File: config.mk
export PLATFORM = sky130hd
export DESIGN_NAME = frame_packager_flat
export DESIGN_NICKNAME = d
export VERILOG_FILES = /design/src/rtl/frame_packager_if.sv /design/src/rtl/frame_packager.sv /design/src/flat_wrapper.sv
export SDC_FILE = /design/constraint.sdc
export NUM_CORES = 1
export LEC_CHECK = 0
export BUFFER_PORTS_ARGS = -buffer_cell sky130_fd_sc_hd__buf_4
export CORE_ASPECT_RATIO = 2
export CORE_MARGIN = 4
export CORE_UTILIZATION = 58
export CTS_BUF_LIST = sky130_fd_sc_hd__clkbuf_8
export DETAILED_ROUTE_END_ITERATION = 10
export HOLD_SLACK_MARGIN = 0.03
export MAX_ROUTING_LAYER = met4
export PLACE_DENSITY_LB_ADDON = 0.15
export SKIP_CTS_REPAIR_TIMING = 1
export SLEW_MARGIN = 5
export SYNTH_ARGS = -nofsm -noshare
export SYNTH_HDL_FRONTEND = slang
export SYNTH_SLANG_ARGS = --single-unit
export TNS_END_PERCENT = 100
File: constraint.sdc
create_clock -name mclkin -period 2.45 [get_ports mclkin]
set_clock_uncertainty 0.15 [all_clocks]
set_input_delay 0.49 -clock mclkin [delete_from_list [all_inputs] [get_ports mclkin]]
set_output_delay 0.49 -clock mclkin [all_outputs]
set_load 0.01 [all_outputs]
File: src/rtl/frame_packager_if.sv
`default_nettype none
// ============================================================================
//  Module      : frame_packager_if
//  Description : Byte-wide valid/ready transmit bus between the frame
//                packager and its sink (UART / USB FIFO writer).
//                  tx_valid : source -> sink, tx_data is valid
//                  tx_data  : source -> sink, byte on offer
//                  tx_ready : sink -> source, sink accepts a byte this cycle
//                A byte moves on every cycle where tx_valid && tx_ready.
//  Revision    : 1.0  initial release
// ============================================================================
interface frame_packager_if;
    logic       tx_valid;
    logic [7:0] tx_data;
    logic       tx_ready;

    modport master (
        output tx_valid,
        output tx_data,
        input  tx_ready
    );

    modport slave (
        input  tx_valid,
        input  tx_data,
        output tx_ready
    );
endinterface
`default_nettype wire

File: src/rtl/frame_packager.sv
`default_nettype none
// ============================================================================
//  Module      : frame_packager
//  Description : Snapshots ADC_COUNT samples of ADC_DATA_WIDTH bits and
//                serialises them as one framed byte stream:
//                  SYNC_BYTE, sequence number, payload (channel 0 first,
//                  MSB byte first within a channel) [, checksum].
//                Samples are double buffered (input buffer + frame buffer)
//                so new ADC data may arrive while a frame is in flight.
//                A sync request that cannot be accepted raises a one-cycle
//                overrun pulse.
//
//  Build option: define FRAME_PACKAGER_CSUM_EN to append a checksum byte
//                (two's complement of the 8-bit sum of SEQ and payload).
//
//  Parameters  : ADC_DATA_WIDTH  sample width, multiple of 8, 8..32
//                ADC_COUNT       number of channels, 1..16
//                SYNC_BYTE       first byte of every frame
//
//  Ports       : mclkin        clock, rising edge
//                rst           synchronous active-high reset
//                data_adc      packed samples, channel k at [k*W +: W]
//                write_enable  load data_adc into the input buffer
//                sync_pulse    frame start request
//                tx            transmit bus (master side)
//                busy          frame in progress
//                overrun       one-cycle pulse per dropped sync request
//                seq_num       sequence number of the next frame
//
//  Revision    : 1.0  initial release
// ============================================================================
module frame_packager #(
    parameter int         ADC_DATA_WIDTH = 16,
    parameter int         ADC_COUNT      = 6,
    parameter logic [7:0] SYNC_BYTE      = 8'hFF
) (
    input  logic                                mclkin,
    input  logic                                rst,
    input  logic [ADC_COUNT*ADC_DATA_WIDTH-1:0] data_adc,
    input  logic                                write_enable,
    input  logic                                sync_pulse,
    frame_packager_if.master                    tx,
    output logic                                busy,
    output logic                                overrun,
    output logic [7:0]                          seq_num
);

    // ------------------------------------------------------------------------
    // Derived sizes
    // ------------------------------------------------------------------------
    localparam int c_TOTAL_BITS = ADC_COUNT * ADC_DATA_WIDTH;
    localparam int c_BYTES      = ADC_DATA_WIDTH / 8;   // bytes per channel
    // Index widths are kept at least one bit wide so single-byte samples and
    // single-channel builds still elaborate cleanly.
    localparam int c_BI_W       = (c_BYTES   > 1) ? $clog2(c_BYTES)   : 1;
    localparam int c_CI_W       = (ADC_COUNT > 1) ? $clog2(ADC_COUNT) : 1;

    localparam logic [c_BI_W-1:0] c_LAST_BYTE = c_BI_W'(c_BYTES - 1);
    localparam logic [c_CI_W-1:0] c_LAST_CH   = c_CI_W'(ADC_COUNT - 1);
    localparam logic [c_BI_W-1:0] c_BI_ONE    = c_BI_W'(1);
    localparam logic [c_CI_W-1:0] c_CI_ONE    = c_CI_W'(1);

    // ------------------------------------------------------------------------
    // State encoding
    // ------------------------------------------------------------------------
    localparam logic [2:0] c_ST_IDLE = 3'd0;
    localparam logic [2:0] c_ST_HDR  = 3'd1;
    localparam logic [2:0] c_ST_SEQ  = 3'd2;
    localparam logic [2:0] c_ST_DATA = 3'd3;
`ifdef FRAME_PACKAGER_CSUM_EN
    localparam logic [2:0] c_ST_CSUM = 3'd4;
`endif

    // ------------------------------------------------------------------------
    // Registers and wires
    // ------------------------------------------------------------------------
    logic [2:0]              r_state;
    logic [c_TOTAL_BITS-1:0] r_in_buf;
    logic [c_TOTAL_BITS-1:0] r_frame_buf;
    logic [c_BI_W-1:0]       r_byte_idx;
    logic [c_CI_W-1:0]       r_ch_idx;
    logic [7:0]              r_seq;
    logic                    r_overrun;
`ifdef FRAME_PACKAGER_CSUM_EN
    logic [7:0]              r_csum;
`endif

    logic                    w_xfer;
    logic                    w_last_payload;
    logic [7:0]              w_payload_byte;
    logic [7:0]              w_tx_data;

    // A byte leaves the block whenever the sink accepts an offered byte.
    // tx_valid is purely a function of state, so it can only drop after the
    // state machine has seen the transfer.
    assign w_xfer         = (r_state != c_ST_IDLE) && tx.tx_ready;
    assign w_last_payload = (r_byte_idx == c_LAST_BYTE) && (r_ch_idx == c_LAST_CH);

    // ------------------------------------------------------------------------
    // Payload byte select: channel r_ch_idx, byte r_byte_idx counted from the
    // MSB end of the sample.
    // ------------------------------------------------------------------------
    always_comb begin
        w_payload_byte = 8'h00;
        for (int k = 0; k < ADC_COUNT; k++) begin
            for (int b = 0; b < c_BYTES; b++) begin
                if ((r_ch_idx == c_CI_W'(k)) && (r_byte_idx == c_BI_W'(b))) begin
                    w_payload_byte = r_frame_buf[k*ADC_DATA_WIDTH + (c_BYTES-1-b)*8 +: 8];
                end
            end
        end
    end

    // ------------------------------------------------------------------------
    // Byte on offer. Driven from registered state only, so it is stable for as
    // long as the sink holds tx_ready low.
    // ------------------------------------------------------------------------
    always_comb begin
        w_tx_data = 8'h00;
        case (r_state)
            c_ST_HDR:  w_tx_data = SYNC_BYTE;
            c_ST_SEQ:  w_tx_data = r_seq;
            c_ST_DATA: w_tx_data = w_payload_byte;
`ifdef FRAME_PACKAGER_CSUM_EN
            // Negated running sum makes SEQ + payload + csum == 0 mod 256.
            c_ST_CSUM: w_tx_data = 8'(8'd0 - r_csum);
`endif
            default:   w_tx_data = 8'h00;
        endcase
    end

    // ------------------------------------------------------------------------
    // Buffers, frame sequencer and sequence counter
    // ------------------------------------------------------------------------
    always_ff @(posedge mclkin) begin
        if (rst) begin
            r_state     <= c_ST_IDLE;
            r_in_buf    <= '0;
            r_frame_buf <= '0;
            r_byte_idx  <= '0;
            r_ch_idx    <= '0;
            r_seq       <= 8'h00;
            r_overrun   <= 1'b0;
`ifdef FRAME_PACKAGER_CSUM_EN
            r_csum      <= 8'h00;
`endif
        end else begin
            // Any request outside IDLE is lost, including the cycle that
            // carries the final byte of a frame.
            r_overrun <= sync_pulse && (r_state != c_ST_IDLE);

            // The input buffer follows write_enable regardless of state.
            if (write_enable) begin
                r_in_buf <= data_adc;
            end

            case (r_state)
                c_ST_IDLE: begin
                    if (sync_pulse) begin
                        // Same-cycle write bypasses the input buffer so the
                        // frame carries the sample presented with the sync.
                        r_frame_buf <= write_enable ? data_adc : r_in_buf;
                        r_byte_idx  <= '0;
                        r_ch_idx    <= '0;
`ifdef FRAME_PACKAGER_CSUM_EN
                        r_csum      <= 8'h00;
`endif
                        r_state     <= c_ST_HDR;
                    end
                end

                c_ST_HDR: begin
                    if (w_xfer) begin
                        r_state <= c_ST_SEQ;
                    end
                end

                c_ST_SEQ: begin
                    if (w_xfer) begin
`ifdef FRAME_PACKAGER_CSUM_EN
                        r_csum  <= r_csum + r_seq;
`endif
                        r_state <= c_ST_DATA;
                    end
                end

                c_ST_DATA: begin
                    if (w_xfer) begin
`ifdef FRAME_PACKAGER_CSUM_EN
                        r_csum <= r_csum + w_payload_byte;
`endif
                        if (w_last_payload) begin
`ifdef FRAME_PACKAGER_CSUM_EN
                            r_state <= c_ST_CSUM;
`else
                            r_state <= c_ST_IDLE;
                            r_seq   <= r_seq + 8'd1;
`endif
                        end else if (r_byte_idx == c_LAST_BYTE) begin
                            r_byte_idx <= '0;
                            r_ch_idx   <= r_ch_idx + c_CI_ONE;
                        end else begin
                            r_byte_idx <= r_byte_idx + c_BI_ONE;
                        end
                    end
                end

`ifdef FRAME_PACKAGER_CSUM_EN
                c_ST_CSUM: begin
                    if (w_xfer) begin
                        r_state <= c_ST_IDLE;
                        r_seq   <= r_seq + 8'd1;
                    end
                end
`endif

                default: begin
                    r_state <= c_ST_IDLE;
                end
            endcase
        end
    end

    // ------------------------------------------------------------------------
    // Outputs
    // ------------------------------------------------------------------------
    assign tx.tx_valid = (r_state != c_ST_IDLE);
    assign tx.tx_data  = w_tx_data;
    assign busy        = (r_state != c_ST_IDLE);
    assign overrun     = r_overrun;
    assign seq_num     = r_seq;

endmodule
`default_nettype wire

File: src/flat_wrapper.sv
// flat-port wrapper written by rule: the top's interface ports become plain ports
module frame_packager_flat 
#(
    parameter int         ADC_DATA_WIDTH = 16,
    parameter int         ADC_COUNT      = 6,
    parameter logic [7:0] SYNC_BYTE      = 8'hFF
)
  (mclkin, rst, data_adc, write_enable, sync_pulse, busy, overrun, seq_num, tx_tx_valid, tx_tx_data, tx_tx_ready);
  frame_packager_if tx_i ();
  input  logic mclkin;
  input  logic rst;
  input  logic [ADC_COUNT*ADC_DATA_WIDTH-1:0] data_adc;
  input  logic write_enable;
  input  logic sync_pulse;
  output logic busy;
  output logic overrun;
  output logic [7:0] seq_num;
  output wire logic [$bits(tx_i.tx_valid)-1:0] tx_tx_valid;
  output wire logic [$bits(tx_i.tx_data)-1:0] tx_tx_data;
  input wire logic [$bits(tx_i.tx_ready)-1:0] tx_tx_ready;
  assign tx_tx_valid = tx_i.tx_valid;
  assign tx_tx_data = tx_i.tx_data;
  assign tx_i.tx_ready = tx_tx_ready;
  frame_packager #(.ADC_DATA_WIDTH(ADC_DATA_WIDTH), .ADC_COUNT(ADC_COUNT), .SYNC_BYTE(SYNC_BYTE)) u_core (.mclkin(mclkin), .rst(rst), .data_adc(data_adc), .write_enable(write_enable), .sync_pulse(sync_pulse), .tx(tx_i), .busy(busy), .overrun(overrun), .seq_num(seq_num));
endmodule
==> flow_metrics.py <==
metrics = {
    "outcome": {
        "outcome": "finished with violations",
        "violations": "setup timing",
    },
    "sta": {
        "setup_violations": 8,
        "max_freq_mhz": 336.3,
        "finalHoldViolations": 0,
        "worst_slew_pin_slew_ps": 592.1,
        "max_slew_margin_pct": 60.53,
        "rsz0062_at_grt": "true",
        "slew_viol_final": 0,
        "finalWorstSetupSlack_ps": -523.2,
        "setup_tns_ps": -3849,
        "hold_ws_ps": 68.55,
        "finalCritPeriodShare_pct": 121.4,
        "fin_crit_ps": 2973,
    },
    "finish": {
        "antenna_cells": 0,
        "final_nets": 1108,
        "fin_area_um2": 10540,
        "drive_gt1_share_pct": 26.94,
        "syn_to_final_growth_pct": 24.40,
        "stdcell_count": 1209,
    },
    "cts": {
        "cts_buffer_depth": 3,
        "clkLatencyLatePin_ps": 530,
        "clock_sinks": 207,
        "cts.clk_slew.worst_paths_ps": 60,
        "cts-root-buf": "clkbuf_8",
        "h-tree-depth": 1,
        "cts_tree": "done",
        "cts_buffers": 28,
    },
    "worst_hold_path": {
        "hold_depth": 3,
        "hold_path.class": "input port to flop",
    },
    "placed_design": {
        "placed_cells": 1153,
        "gp_congestion": 0.9229,
        "placed_cell_area_um2": 9662,
        "dpl.hpwl_mm": 15.13,
        "port_buffers": 119,
    },
    "setup_path": {
        "crit_buf_inv": 2,
        "cp_max_fo": 7,
        "end_kind": "output port",
        "cp_cell_sequence": "inv_4, ha_4, or4b_4, nor2_2, o311ai_1, a21oi_1, buf_4",
        "start_kind": "flop",
        "cp_num_cells": 7,
        "worstSetupPathType": "flop to output port",
        "required_ps": 1810,
        "max_stage_delay_ps": 610,
        "worstPathArrival_ps": 2330,
        "ff2ff_path_depth": 8,
        "cp_slowest_cell": "or4b_4",
        "cp_top_family": "simple AND/OR/NAND/NOR gates",
    },
    "synth": {
        "synth_edf_count": 0,
        "synth_fa_ha_area_share_pct": 1.625,
        "netlist_area_um2": 8472,
        "synth_compound_area_share_pct": 14.47,
        "synthSimpleGateAreaFrac_pct": 12.39,
        "synth_xor_area_share_pct": 0.5169,
        "synth.distinct_cells": 54,
        "synthCells": 870,
        "ys.flop_type": "dfxtp_1",
        "synth_top_area_share_pct": 48.91,
        "yosysWarnings": 0,
        "async_flop_share_pct": 0,
        "ys_seq_elements": 207,
        "yosysTopAreaCell": "dfxtp_1",
        "yosysSeqAreaShare_pct": 48.91,
        "syn-num-nets": 982,
        "yosys-top-cells-area": "dfxtp_1 49%, mux2i_1 17%, nor2_1 9.3%, a211oi_1 8.6%, clkbuf_1 1.7%",
        "synth_top_family_by_area": "multiplexers",
        "muxShareOfSynthArea_pct": 17.21,
        "syn_area_per_cell_um2": 9.738,
    },
    "global_route": {
        "grt_max_degree": 79,
        "grt_usage_pct": 25.52,
        "antenna_found_initial": 0,
        "overflow": 0,
        "first_global_vias": 6913,
        "grt_first_pass_wirelength_mm": 33.17,
    },
    "floorplan": {
        "dieHeight_um": 178.9,
        "num_rows": 62,
        "io_pins": 120,
        "die_area_um2": 16720,
        "initial_core_util_pct": 59.03,
        "die_x_um": 93.46,
        "coreArea_um2": 14350,
    },
    "drt": {
        "ant_nets": 0,
        "num_vias": 6678,
        "routed_wl_mm": 20.79,
        "drcViolationCount": 0,
        "vias_per_cell": 5.524,
        "dr.pass1.iters": 4,
        "routedWlPerCell_um": 17.19,
        "drt-initial-drc-count": 237,
    },
    "power_and_ir_drop": {
        "leakage_nw": 4.378,
        "pwr_density_cell_nw_per_um2": 937.9,
        "ir_drop_mv": 0.8304,
    },
    "flow_run": {
        "cap_violations": 0,
    },
}
==> power by group <==
| group | switching (W) | internal, W |
|---|---|---|
| sequential | 0.000331 | 0.00395 |
| combinational | 0.00152 | 0.00122 |
| clock | 0.00122 | 0.00164 |
==> worst paths after layout <==
check / start / to / slack, ps
worst max-delay path: u_core.r_ch_idx[0] / tx_tx_data[2] / -520
worst min-delay path: data_adc[92] / u_core.r_in_buf[92] / 70
worst max register to register: u_core.r_state[1] / u_core.seq_num[6] / 260
worst min register to register: u_core.r_in_buf[76] / u_core.r_in_buf[76] / 340
==> cell usage after synthesis (4+ instances only) <==
| master | number |
|---|---|
| nor2_1 | 209 |
| dfxtp_1 | 207 |
| mux2i_1 | 140 |
| a211oi_1 | 97 |
| clkbuf_1 | 39 |
| a21oi_1 | 18 |
| buf_2 | 16 |
| buf_4 | 11 |
| ha_1 | 11 |
| o22ai_1 | 11 |
| o21ai_0 | 10 |
| nand2_1 | 9 |
| inv_1 | 8 |
| a21boi_0 | 7 |
| a221oi_1 | 6 |
| o311ai_0 | 6 |
| xnor2_1 | 5 |
| buf_1 | 4 |
| mux2_2 | 4 |
==> per-layer routing <==
metal / track usage [%] / part of all wire [%] / up-vias
li1: - / - / 3333
met4: 9.235 / 3.1 / 0
met2: 47.86 / 56 / 169
met3: 2.982 / 4.1 / 49
met1: 27.00 / 37 / 3127
met5: - / 0 / -
==> stage by stage <==
stage               total power [W]  util (%)  setup WS [ps]
floorplan                  0.005961         -          54.86
global placement           0.006917     67.32         -93.54
detailed placement         0.007016     67.32         -106.7
CTS                        0.009907     71.80         -694.7
global route                0.01047     73.43         -618.5
finish                     0.009884     73.43         -523.2
==> layout make-up <==
| type | count | area (um2) |
|---|---|---|
| clock buffers | 36 | 495.5 |
| clock inverters | 15 | 147.6 |
| fillers | 1062 | 3812 |
| inverters | 9 | 36.28 |
| multi-input cells | 579 | 4070 |
| flip-flops and latches | 207 | 4156 |
| well taps | 192 | 240.2 |
| repair buffers | 171 | 1393 |
==> state kept, by name (all words and copies together) (netlist names) <==
name	flops
u_core.r_byte_idx	1
u_core.seq_num	8
u_core.r_state	2
u_core.r_frame_buf	96
u_core.r_in_buf	96
u_core.overrun	1
u_core.r_ch_idx	3
==> logic make-up (layout without fill, tap and decap cells) <==
group                    after synthesis  count (layout)
flip-flops                           207             207
buffers and inverters                 84             231
multiplexers                         145             145
adder cells (fa/ha/maj)               11              11
AO/OA/AOI/OAI                        169             169
XOR/XNOR                               5               5
AND/OR/NAND/NOR                      249             249
==> tightest hold or removal path, stage by stage <==
cell     delay, ps
buf_4           80
mux2i_1         70
nor2_1          80
==> cell usage in the layout, fill, tap and decap left out, drive strengths merged, types with 2 or more instances in the layout <==
cell type,n
a31o,2
dfxtp,207
mux2,5
a211oi,97
bufinv,3
and2,4
a21boi,7
inv,12
o22ai,11
nor3,4
o311ai,6
a31oi,2
a221oi,6
mux2i,140
a221o,2
xnor2,5
clkinv,8
nand3,3
buf,170
nand2,9
clkbuf,37
nor2,209
nand4,3
a22oi,2
ha,11
nor2b,3
nor4,2
nand2b,2
o21ai,11
a21oi,18
(Power assumes the default switching activity.)
